`config.mk`:
```
export PLATFORM = sky130hd
export DESIGN_NAME = arbitro_rr_param_flat
export DESIGN_NICKNAME = d
export VERILOG_FILES = /design/src/rtl/arbitro_rr_param_pkg.sv /design/src/rtl/arbitro_rr_param_if.sv /design/src/rtl/arbitro_rr_param_rr_picker.sv /design/src/rtl/arbitro_rr_param.sv /design/src/flat_wrapper.sv
export SDC_FILE = /design/constraint.sdc
export NUM_CORES = 1
export LEC_CHECK = 0
export ABC_AREA = 1
export BUFFER_PORTS_ARGS = -buffer_cell sky130_fd_sc_hd__buf_2
export CAP_MARGIN = 20
export CORE_MARGIN = 8
export CORE_UTILIZATION = 45
export CTS_CLUSTER_SIZE = 40
export DETAILED_ROUTE_END_ITERATION = 6
export PLACE_DENSITY = 0.68
export RECOVER_POWER = 50
export SLEW_MARGIN = 20
export SYNTH_ARGS = -nofsm -noshare
export SYNTH_HDL_FRONTEND = slang
export SYNTH_HIERARCHICAL = 1
export SYNTH_SLANG_ARGS = --single-unit
```
`constraint.sdc`:
```
create_clock -name clk -period 2.4 [get_ports clk]
set_clock_uncertainty 0.15 [all_clocks]
set_input_delay 0.12 -clock clk [delete_from_list [all_inputs] [get_ports clk]]
set_output_delay 0.12 -clock clk [all_outputs]
set_load 0.02 [all_outputs]
```
`src/rtl/arbitro_rr_param_pkg.sv`:
```
// rtl/arbitro_rr_param_pkg.sv - shared encodings and helpers for the two-VC round-robin arbiter
package arbitro_rr_param_pkg;

  // One-hot system state driven from the surrounding controller
  typedef enum logic [3:0] {
    ST_RESET  = 4'b0001,
    ST_INIT   = 4'b0010,
    ST_IDLE   = 4'b0100,
    ST_ACTIVE = 4'b1000
  } sys_state_e;

  // Policy between the two virtual channels
  typedef enum logic {
    MODE_STRICT = 1'b0,
    MODE_WRR    = 1'b1
  } vc_mode_e;

  // Virtual channel identifier carried alongside each pushed word
  typedef enum logic {
    VC0 = 1'b0,
    VC1 = 1'b1
  } vc_e;

  // Index after idx, wrapping at n
  function automatic int next_idx(input int idx, input int n);
    return (idx + 1 >= n) ? 0 : idx + 1;
  endfunction

endpackage

```
`src/rtl/arbitro_rr_param_if.sv`:
```
// rtl/arbitro_rr_param_if.sv - source/destination FIFO handshake bundle for the arbiter
interface arbitro_rr_param_if #(
  parameter int NUM_CH = 4
) ();

  logic [NUM_CH-1:0]         empty_vc0;
  logic [NUM_CH-1:0]         empty_vc1;
  logic [NUM_CH-1:0]         almost_full;
  logic [NUM_CH-1:0]         pop_vc0;
  logic [NUM_CH-1:0]         pop_vc1;
  logic                      push;
  logic                      push_vc;
  logic [$clog2(NUM_CH)-1:0] push_src;

  // Arbiter side: sees FIFO flags, drives pops and the registered push
  modport master (
    input  empty_vc0, empty_vc1, almost_full,
    output pop_vc0, pop_vc1, push, push_vc, push_src
  );

  // FIFO side: mirror of the arbiter view
  modport slave (
    output empty_vc0, empty_vc1, almost_full,
    input  pop_vc0, pop_vc1, push, push_vc, push_src
  );

endinterface

```
`src/rtl/arbitro_rr_param_rr_picker.sv`:
```
// rtl/arbitro_rr_param_rr_picker.sv - rotating first-requester search starting at a pointer
module rr_picker #(
  parameter int NUM_CH = 4
) (
  input  logic [NUM_CH-1:0]         req,
  input  logic [$clog2(NUM_CH)-1:0] ptr,
  output logic [NUM_CH-1:0]         grant,
  output logic [$clog2(NUM_CH)-1:0] idx,
  output logic                      any
);

  localparam int IDX_W = $clog2(NUM_CH);

  int         pos;
  logic [IDX_W-1:0] pos_idx;

  // Walk the offsets from farthest to nearest so the last hit is the first requester at or after ptr
  always_comb begin
    grant   = '0;
    idx     = '0;
    any     = 1'b0;
    pos     = 0;
    pos_idx = '0;
    for (int k = NUM_CH - 1; k >= 0; k--) begin
      pos = int'(ptr) + k;
      if (pos >= NUM_CH) pos = pos - NUM_CH;
      pos_idx = IDX_W'(pos);
      if (req[pos_idx]) begin
        idx = pos_idx;
        any = 1'b1;
      end
    end
    if (any) grant[idx] = 1'b1;
  end

endmodule

```
`src/rtl/arbitro_rr_param.sv`:
```
// rtl/arbitro_rr_param.sv - two-VC arbiter with strict or weighted round-robin VC policy
module arbitro_rr_param #(
  parameter int NUM_CH     = 4,
  parameter int VC1_WEIGHT = 4
) (
  input  logic               clk,
  input  logic               reset,
  input  logic [3:0]         state,
  input  logic               mode,
  arbitro_rr_param_if.master bus
);

  import arbitro_rr_param_pkg::*;

  localparam int IDX_W = $clog2(NUM_CH);

  logic [NUM_CH-1:0] req0, req1;
  logic [NUM_CH-1:0] gnt0, gnt1;
  logic [IDX_W-1:0]  idx0, idx1;
  logic              any0, any1;
  logic [IDX_W-1:0]  ptr0_q, ptr1_q;
  logic [3:0]        wrr_cnt;
  logic              arb_en;
  logic              sel_valid;
  vc_e               sel_vc;
  logic              grant_valid;
  logic              push_q;
  logic              push_vc_q;
  logic [IDX_W-1:0]  push_src_q;
  logic              in_setup;

  assign req0 = ~bus.empty_vc0;
  assign req1 = ~bus.empty_vc1;

  rr_picker #(.NUM_CH(NUM_CH)) u_pick_vc0 (
    .req   (req0),
    .ptr   (ptr0_q),
    .grant (gnt0),
    .idx   (idx0),
    .any   (any0)
  );

  rr_picker #(.NUM_CH(NUM_CH)) u_pick_vc1 (
    .req   (req1),
    .ptr   (ptr1_q),
    .grant (gnt1),
    .idx   (idx1),
    .any   (any1)
  );

  // Arbitration runs only in IDLE/ACTIVE, outside reset, and with no destination near full
  always_comb begin
    in_setup = (state == ST_RESET) || (state == ST_INIT);
    arb_en   = ((state == ST_IDLE) || (state == ST_ACTIVE)) && !reset && (bus.almost_full == '0);
  end

  // VC selection: strict favours VC0; WRR lets VC1 in once the VC0 run reaches the weight
  always_comb begin
    sel_valid = 1'b0;
    sel_vc    = VC0;
    if (mode == MODE_STRICT) begin
      if (any0) begin
        sel_valid = 1'b1;
        sel_vc    = VC0;
      end else if (any1) begin
        sel_valid = 1'b1;
        sel_vc    = VC1;
      end
    end else begin
      if (any1 && ((wrr_cnt == 4'(VC1_WEIGHT)) || !any0)) begin
        sel_valid = 1'b1;
        sel_vc    = VC1;
      end else if (any0) begin
        sel_valid = 1'b1;
        sel_vc    = VC0;
      end
    end
    grant_valid = arb_en && sel_valid;
  end

  // Pops are combinationally gated so a stall or reset suppresses them in the same cycle
  always_comb begin
    bus.pop_vc0 = (grant_valid && sel_vc == VC0) ? gnt0 : '0;
    bus.pop_vc1 = (grant_valid && sel_vc == VC1) ? gnt1 : '0;
  end

  // Push follows the pop by one cycle; VC and source hold when nothing is pushed
  always_ff @(posedge clk or posedge reset) begin
    if (reset) begin
      push_q     <= 1'b0;
      push_vc_q  <= 1'b0;
      push_src_q <= '0;
    end else begin
      push_q <= grant_valid;
      if (grant_valid) begin
        push_vc_q  <= sel_vc;
        push_src_q <= (sel_vc == VC0) ? idx0 : idx1;
      end
    end
  end

  // Per-VC rotation pointers advance past the winner; the other VC's pointer is untouched
  always_ff @(posedge clk or posedge reset) begin
    if (reset) begin
      ptr0_q <= '0;
      ptr1_q <= '0;
    end else if (in_setup) begin
      ptr0_q <= '0;
      ptr1_q <= '0;
    end else if (grant_valid) begin
      if (sel_vc == VC0) ptr0_q <= IDX_W'(next_idx(int'(idx0), NUM_CH));
      else               ptr1_q <= IDX_W'(next_idx(int'(idx1), NUM_CH));
    end
  end

  // Count of VC0 wins while VC1 waits, saturating at the weight
  always_ff @(posedge clk or posedge reset) begin
    if (reset) begin
      wrr_cnt <= '0;
    end else if (in_setup || mode == MODE_STRICT || !any1) begin
      wrr_cnt <= '0;
    end else if (grant_valid && sel_vc == VC1) begin
      wrr_cnt <= '0;
    end else if (grant_valid && sel_vc == VC0 && wrr_cnt != 4'(VC1_WEIGHT)) begin
      wrr_cnt <= wrr_cnt + 4'd1;
    end
  end

  assign bus.push     = push_q;
  assign bus.push_vc  = push_vc_q;
  assign bus.push_src = push_src_q;

endmodule
```
`src/flat_wrapper.sv`:
```
// flat-port wrapper written by rule: the top's interface ports become plain ports
module arbitro_rr_param_flat import arbitro_rr_param_pkg::*;
#(
  parameter int NUM_CH     = 4,
  parameter int VC1_WEIGHT = 4
)
  (clk, reset, state, mode, bus_empty_vc0, bus_empty_vc1, bus_almost_full, bus_pop_vc0, bus_pop_vc1, bus_push, bus_push_vc, bus_push_src);
  arbitro_rr_param_if #(.NUM_CH(NUM_CH)) bus_i ();
  input  logic clk;
  input  logic reset;
  input  logic [3:0] state;
  input  logic mode;
  input wire logic [$bits(bus_i.empty_vc0)-1:0] bus_empty_vc0;
  input wire logic [$bits(bus_i.empty_vc1)-1:0] bus_empty_vc1;
  input wire logic [$bits(bus_i.almost_full)-1:0] bus_almost_full;
  output wire logic [$bits(bus_i.pop_vc0)-1:0] bus_pop_vc0;
  output wire logic [$bits(bus_i.pop_vc1)-1:0] bus_pop_vc1;
  output wire logic [$bits(bus_i.push)-1:0] bus_push;
  output wire logic [$bits(bus_i.push_vc)-1:0] bus_push_vc;
  output wire logic [$bits(bus_i.push_src)-1:0] bus_push_src;
  assign bus_i.empty_vc0 = bus_empty_vc0;
  assign bus_i.empty_vc1 = bus_empty_vc1;
  assign bus_i.almost_full = bus_almost_full;
  assign bus_pop_vc0 = bus_i.pop_vc0;
  assign bus_pop_vc1 = bus_i.pop_vc1;
  assign bus_push = bus_i.push;
  assign bus_push_vc = bus_i.push_vc;
  assign bus_push_src = bus_i.push_src;
  arbitro_rr_param #(.NUM_CH(NUM_CH), .VC1_WEIGHT(VC1_WEIGHT)) u_core (.clk(clk), .reset(reset), .state(state), .mode(mode), .bus(bus_i));
endmodule
```
==> impl_metrics.prom <==
# TYPE chip_impl_metric gauge
chip_impl_info{name="outcome",value="finished clean"} 1
chip_impl_metric{name="critical_path.max_fanout",unit=""} 7
chip_impl_metric{name="max_slew.worst_pin.slew",unit="ns"} 0.293
chip_impl_metric{name="netlist_area_pre_place",unit="sq um"} 1480
chip_impl_metric{name="first_global_vias",unit=""} 1462
chip_impl_info{name="clock_tree.root_cell",value="clkbuf_4"} 1
chip_impl_metric{name="place_inst",unit=""} 328
chip_impl_info{name="clock_tree_from_tritoncts",value="yes"} 1
chip_impl_metric{name="antenna_cells_inserted",unit=""} 0
chip_impl_info{name="most-common-layout-cells",value="nand2_1 (73), inv_1 (50), nor2_1 (30)"} 1
chip_impl_metric{name="synth_warnings",unit=""} 6
chip_impl_metric{name="cts_max_path_buffers",unit=""} 2
chip_impl_metric{name="clock_latency",unit="ns"} 0.27
chip_impl_metric{name="p_int",unit="mW"} 0.327
chip_impl_info{name="timing.critical_path.slowest_stage_cell",value="dfrtp_2"} 1
chip_impl_metric{name="syn_inst",unit=""} 252
chip_impl_metric{name="crit_path_max_incr_delay",unit="ns"} 0.43
chip_impl_metric{name="die_area",unit="sq um"} 5370
chip_impl_metric{name="synth.avg_cell_area",unit="sq um"} 5.86
chip_impl_metric{name="area.growth.synth_to_final",unit="%"} 26.5
chip_impl_metric{name="placement.io_buffers",unit=""} 30
chip_impl_metric{name="power.switching",unit="mW"} 0.175
chip_impl_info{name="worst_setup_path_class",value="reg -> out"} 1
chip_impl_metric{name="final-instance-count-excl-fill",unit=""} 342
chip_impl_metric{name="grt_overflow_total",unit=""} 0
chip_impl_metric{name="fin_crit",unit="ns"} 2.28
chip_impl_info{name="critPathMostFrequentCell",value="nor2_2"} 1
chip_impl_metric{name="setup_viol",unit=""} 0
chip_impl_metric{name="drtPass1Iterations",unit=""} 4
chip_impl_metric{name="timing.critical_path.required",unit="ns"} 2.13
chip_impl_info{name="unrepaired_setup_endpoints_after_global_routing",value="true"} 1
chip_impl_metric{name="grtUsageTotal",unit="%"} 13.4
chip_impl_metric{name="die-height",unit="um"} 73.3
chip_impl_metric{name="clk_pin_slew",unit="ns"} 0.08
chip_impl_metric{name="clock_sinks",unit=""} 12
chip_impl_metric{name="cts-buffers-inserted",unit=""} 3
chip_impl_metric{name="hold_viol_final",unit=""} 0
chip_impl_info{name="crit_path_start_kind",value="flop"} 1
chip_impl_metric{name="timing.max_slew.rel_slack",unit="%"} 80.3
chip_impl_info{name="worstPathCellList",value="buf_12, o21ai_2, nor2_2, nand2_2, nor2_2, nor2_4, nand2_4, nor2_8, inv_4, nor2_1, buf_4"} 1
chip_impl_metric{name="die-width",unit="um"} 73.3
chip_impl_metric{name="mappedNetlistNets",unit=""} 275
chip_impl_metric{name="filler_cell_count",unit=""} 362
chip_impl_metric{name="grt_first_pass_wirelength",unit="mm"} 5.87
chip_impl_metric{name="timing.final.crit_share",unit="%"} 95.1
chip_impl_metric{name="antenna_found_initial",unit=""} 0
chip_impl_metric{name="start_util",unit="%"} 45.7
chip_impl_metric{name="post_drt_wl_per_cell",unit="um"} 10.1
chip_impl_metric{name="share_seq_of_total_power",unit="%"} 42.0
chip_impl_metric{name="p_sw_share",unit="%"} 34.8
chip_impl_metric{name="core.rowCount",unit=""} 21
chip_impl_metric{name="layout_setup_ws",unit="ns"} 0.119
chip_impl_metric{name="place_hpwl",unit="mm"} 2.56
chip_impl_metric{name="drtAntennaViolNets",unit=""} 0
chip_impl_info{name="worst_setup_path_startpoint",value="u_core/ptr0_q[0]"} 1
chip_impl_metric{name="core_region_area",unit="sq um"} 3230
chip_impl_metric{name="clock_power_share",unit="%"} 24.7
chip_impl_metric{name="drc_violations_left",unit=""} 0
chip_impl_metric{name="vias_per_cell",unit=""} 4.58
chip_impl_metric{name="max_freq",unit="GHz"} 0.438
chip_impl_metric{name="routed_via_count",unit=""} 1567
chip_impl_metric{name="number_of_i_o_pins",unit=""} 31
chip_impl_metric{name="timing.setup.tns",unit="ns"} 0
chip_impl_metric{name="wirelength",unit="mm"} 3.46
chip_impl_metric{name="total_leakage_power",unit="nW"} 1.05
chip_impl_info{name="holdCritStartpoint",value="state[1]"} 1
chip_impl_metric{name="combinationalPowerShare",unit="%"} 33.3
chip_impl_info{name="reg2reg_from",value="u_core/ptr1_q[0]"} 1
chip_impl_info{name="layout_commonest_cell",value="nand2_1"} 1
chip_impl_metric{name="synth.ff_latch_count",unit=""} 12
chip_impl_metric{name="peakVddDrop",unit="mV"} 0.187
chip_impl_metric{name="nNetsFinal",unit=""} 321
chip_impl_metric{name="power_density",unit="nW/um^2"} 269
chip_impl_info{name="min-delay-path-class",value="in -> reg"} 1
chip_impl_metric{name="gpl.final_weighted_congestion",unit=""} 0.810
chip_impl_metric{name="seq_area_frac_synth",unit="%"} 20.3
chip_impl_metric{name="htree_num_levels",unit=""} 1
chip_impl_info{name="critical_path.endpoint_type",value="output pin"} 1
chip_impl_metric{name="largest_net_degree_at_the_start_of_global_routing",unit=""} 17
chip_impl_metric{name="cp_data_arrival_time",unit="ns"} 2.01
chip_impl_metric{name="synth_cell_types",unit=""} 25
chip_impl_metric{name="layout-drive-gt1-share",unit="%"} 31.1
chip_impl_metric{name="drv.max_cap_violation_count",unit=""} 0
chip_impl_metric{name="detailed_router_s_first_iteration_violation_count",unit=""} 71
chip_impl_metric{name="whs",unit="ns"} 0.0441
chip_impl_metric{name="report.final.slew_viol_count",unit=""} 0
chip_impl_metric{name="place_worst_setup_slack",unit="ns"} 0.187
[critical path, delay by kind of cell, from the launching register on]
kind                   cells  cell delay, ns
AND/OR/NAND/NOR            7            0.74
flip-flops                 1            0.43
buffers and inverters      3            0.35
AO/OA/AOI/OAI              1            0.21
[cell type report]
type                       instances  area (sq um)  area share, %
sequential                        12           303           16.2
multi-input combinational        183           995           53.2
inverter                          55           209           11.2
clock buffer                       3          22.5           1.20
timing repair buffer              43           283           15.1
tap                               46          57.6           3.08
[layer usage]
metal  vias to the layer above  part of all wire, %  global-route usage, %
li1                        849                    -                      -
met3                         6                  4.7                   2.18
met5                         -                    0                      0
met2                        36                   49                   24.2
met4                         0                  1.4                   4.88
met1                       676                   45                   15.1
[path summary, 6_finish.rpt]
| path | to | slack, ns | cells after the start |
|---|---|---|---|
| worst max-delay path | bus_pop_vc0[3] | 0.12 | 11 |
| worst min-delay path | u_core/bus.push | 0.04 | 4 |
| worst max register to register | u_core/ptr0_q[0] | 0.27 | 14 |
| worst min register to register | u_core/bus.push_vc | 0.35 | 2 |
| max in group asynchronous | u_core/ptr1_q[0] | 1.67 | 4 |
| min in group asynchronous | u_core/bus.push | 0.24 | 4 |
[synth_stat cells, drive strengths merged]
| master | n | share of area (%) |
|---|---|---|
| nand2 | 90 | 26 |
| inv | 55 | 14 |
| nor2 | 44 | 14 |
| nand3 | 25 | 10 |
| dfrtp | 12 | 20 |
| o21ai | 8 | 3.2 |
| nand4 | 6 | 2.5 |
| ha | 4 | 3.4 |
| a21oi | 2 | 1.4 |
| buf | 2 | 1.5 |
| a21boi | 1 | 0.76 |
| nor3 | 1 | 0.34 |
| o211ai | 1 | 0.51 |
| o21bai | 1 | 1.3 |
[kinds of logic (layout without fill, tap and decap cells)]
group,Yosys count,count (layout),synth area share [%]
AO/OA/AOI/OAI,13,13,7.20
adder cells (fa/ha/maj),4,4,3.39
buffers and inverters,57,101,15.5
flip-flops,12,12,20.3
AND/OR/NAND/NOR,166,166,53.6
[sequential cells by signal, summed over array words and instances (netlist names)]
register / flops
u_core/bus.push: 1
u_core/bus.push_src: 2
u_core/ptr0_q: 2
u_core/ptr1_q: 2
u_core/wrr_cnt: 4
u_core/bus.push_vc: 1
[power by group through the flow]
stage	Sequential, mW	Clock [mW]	Combinational (mW)
2_1_floorplan	0.221	0	0.109
3_3_place_gp	0.216	0	0.152
3_5_place_dp	0.216	0	0.155
4_1_cts	0.212	0.131	0.157
5_1_grt	0.212	0.141	0.192
6_report	0.211	0.124	0.167
[per-stage QoR]
step | power [mW] | util (%) | cell area (sq um)
after detailed placement | 0.370 | 51.9 | 1680
after CTS | 0.501 | 53.3 | 1720
after floorplan | 0.329 | - | 1480
after global routing | 0.545 | 57.8 | 1870
final | 0.502 | 57.8 | 1870
after global placement | 0.369 | 51.9 | 1680
[repair_timing]
item / in CTS / in global routing
hold endpoints to repair: 12 / 0
resized for setup: 4 / 24
hold buffers: 1 / 0
setup endpoints to repair: 8 / 8
setup buffers: 0 / 10
pin swaps: 1 / 8
(Power assumes the default switching activity.)
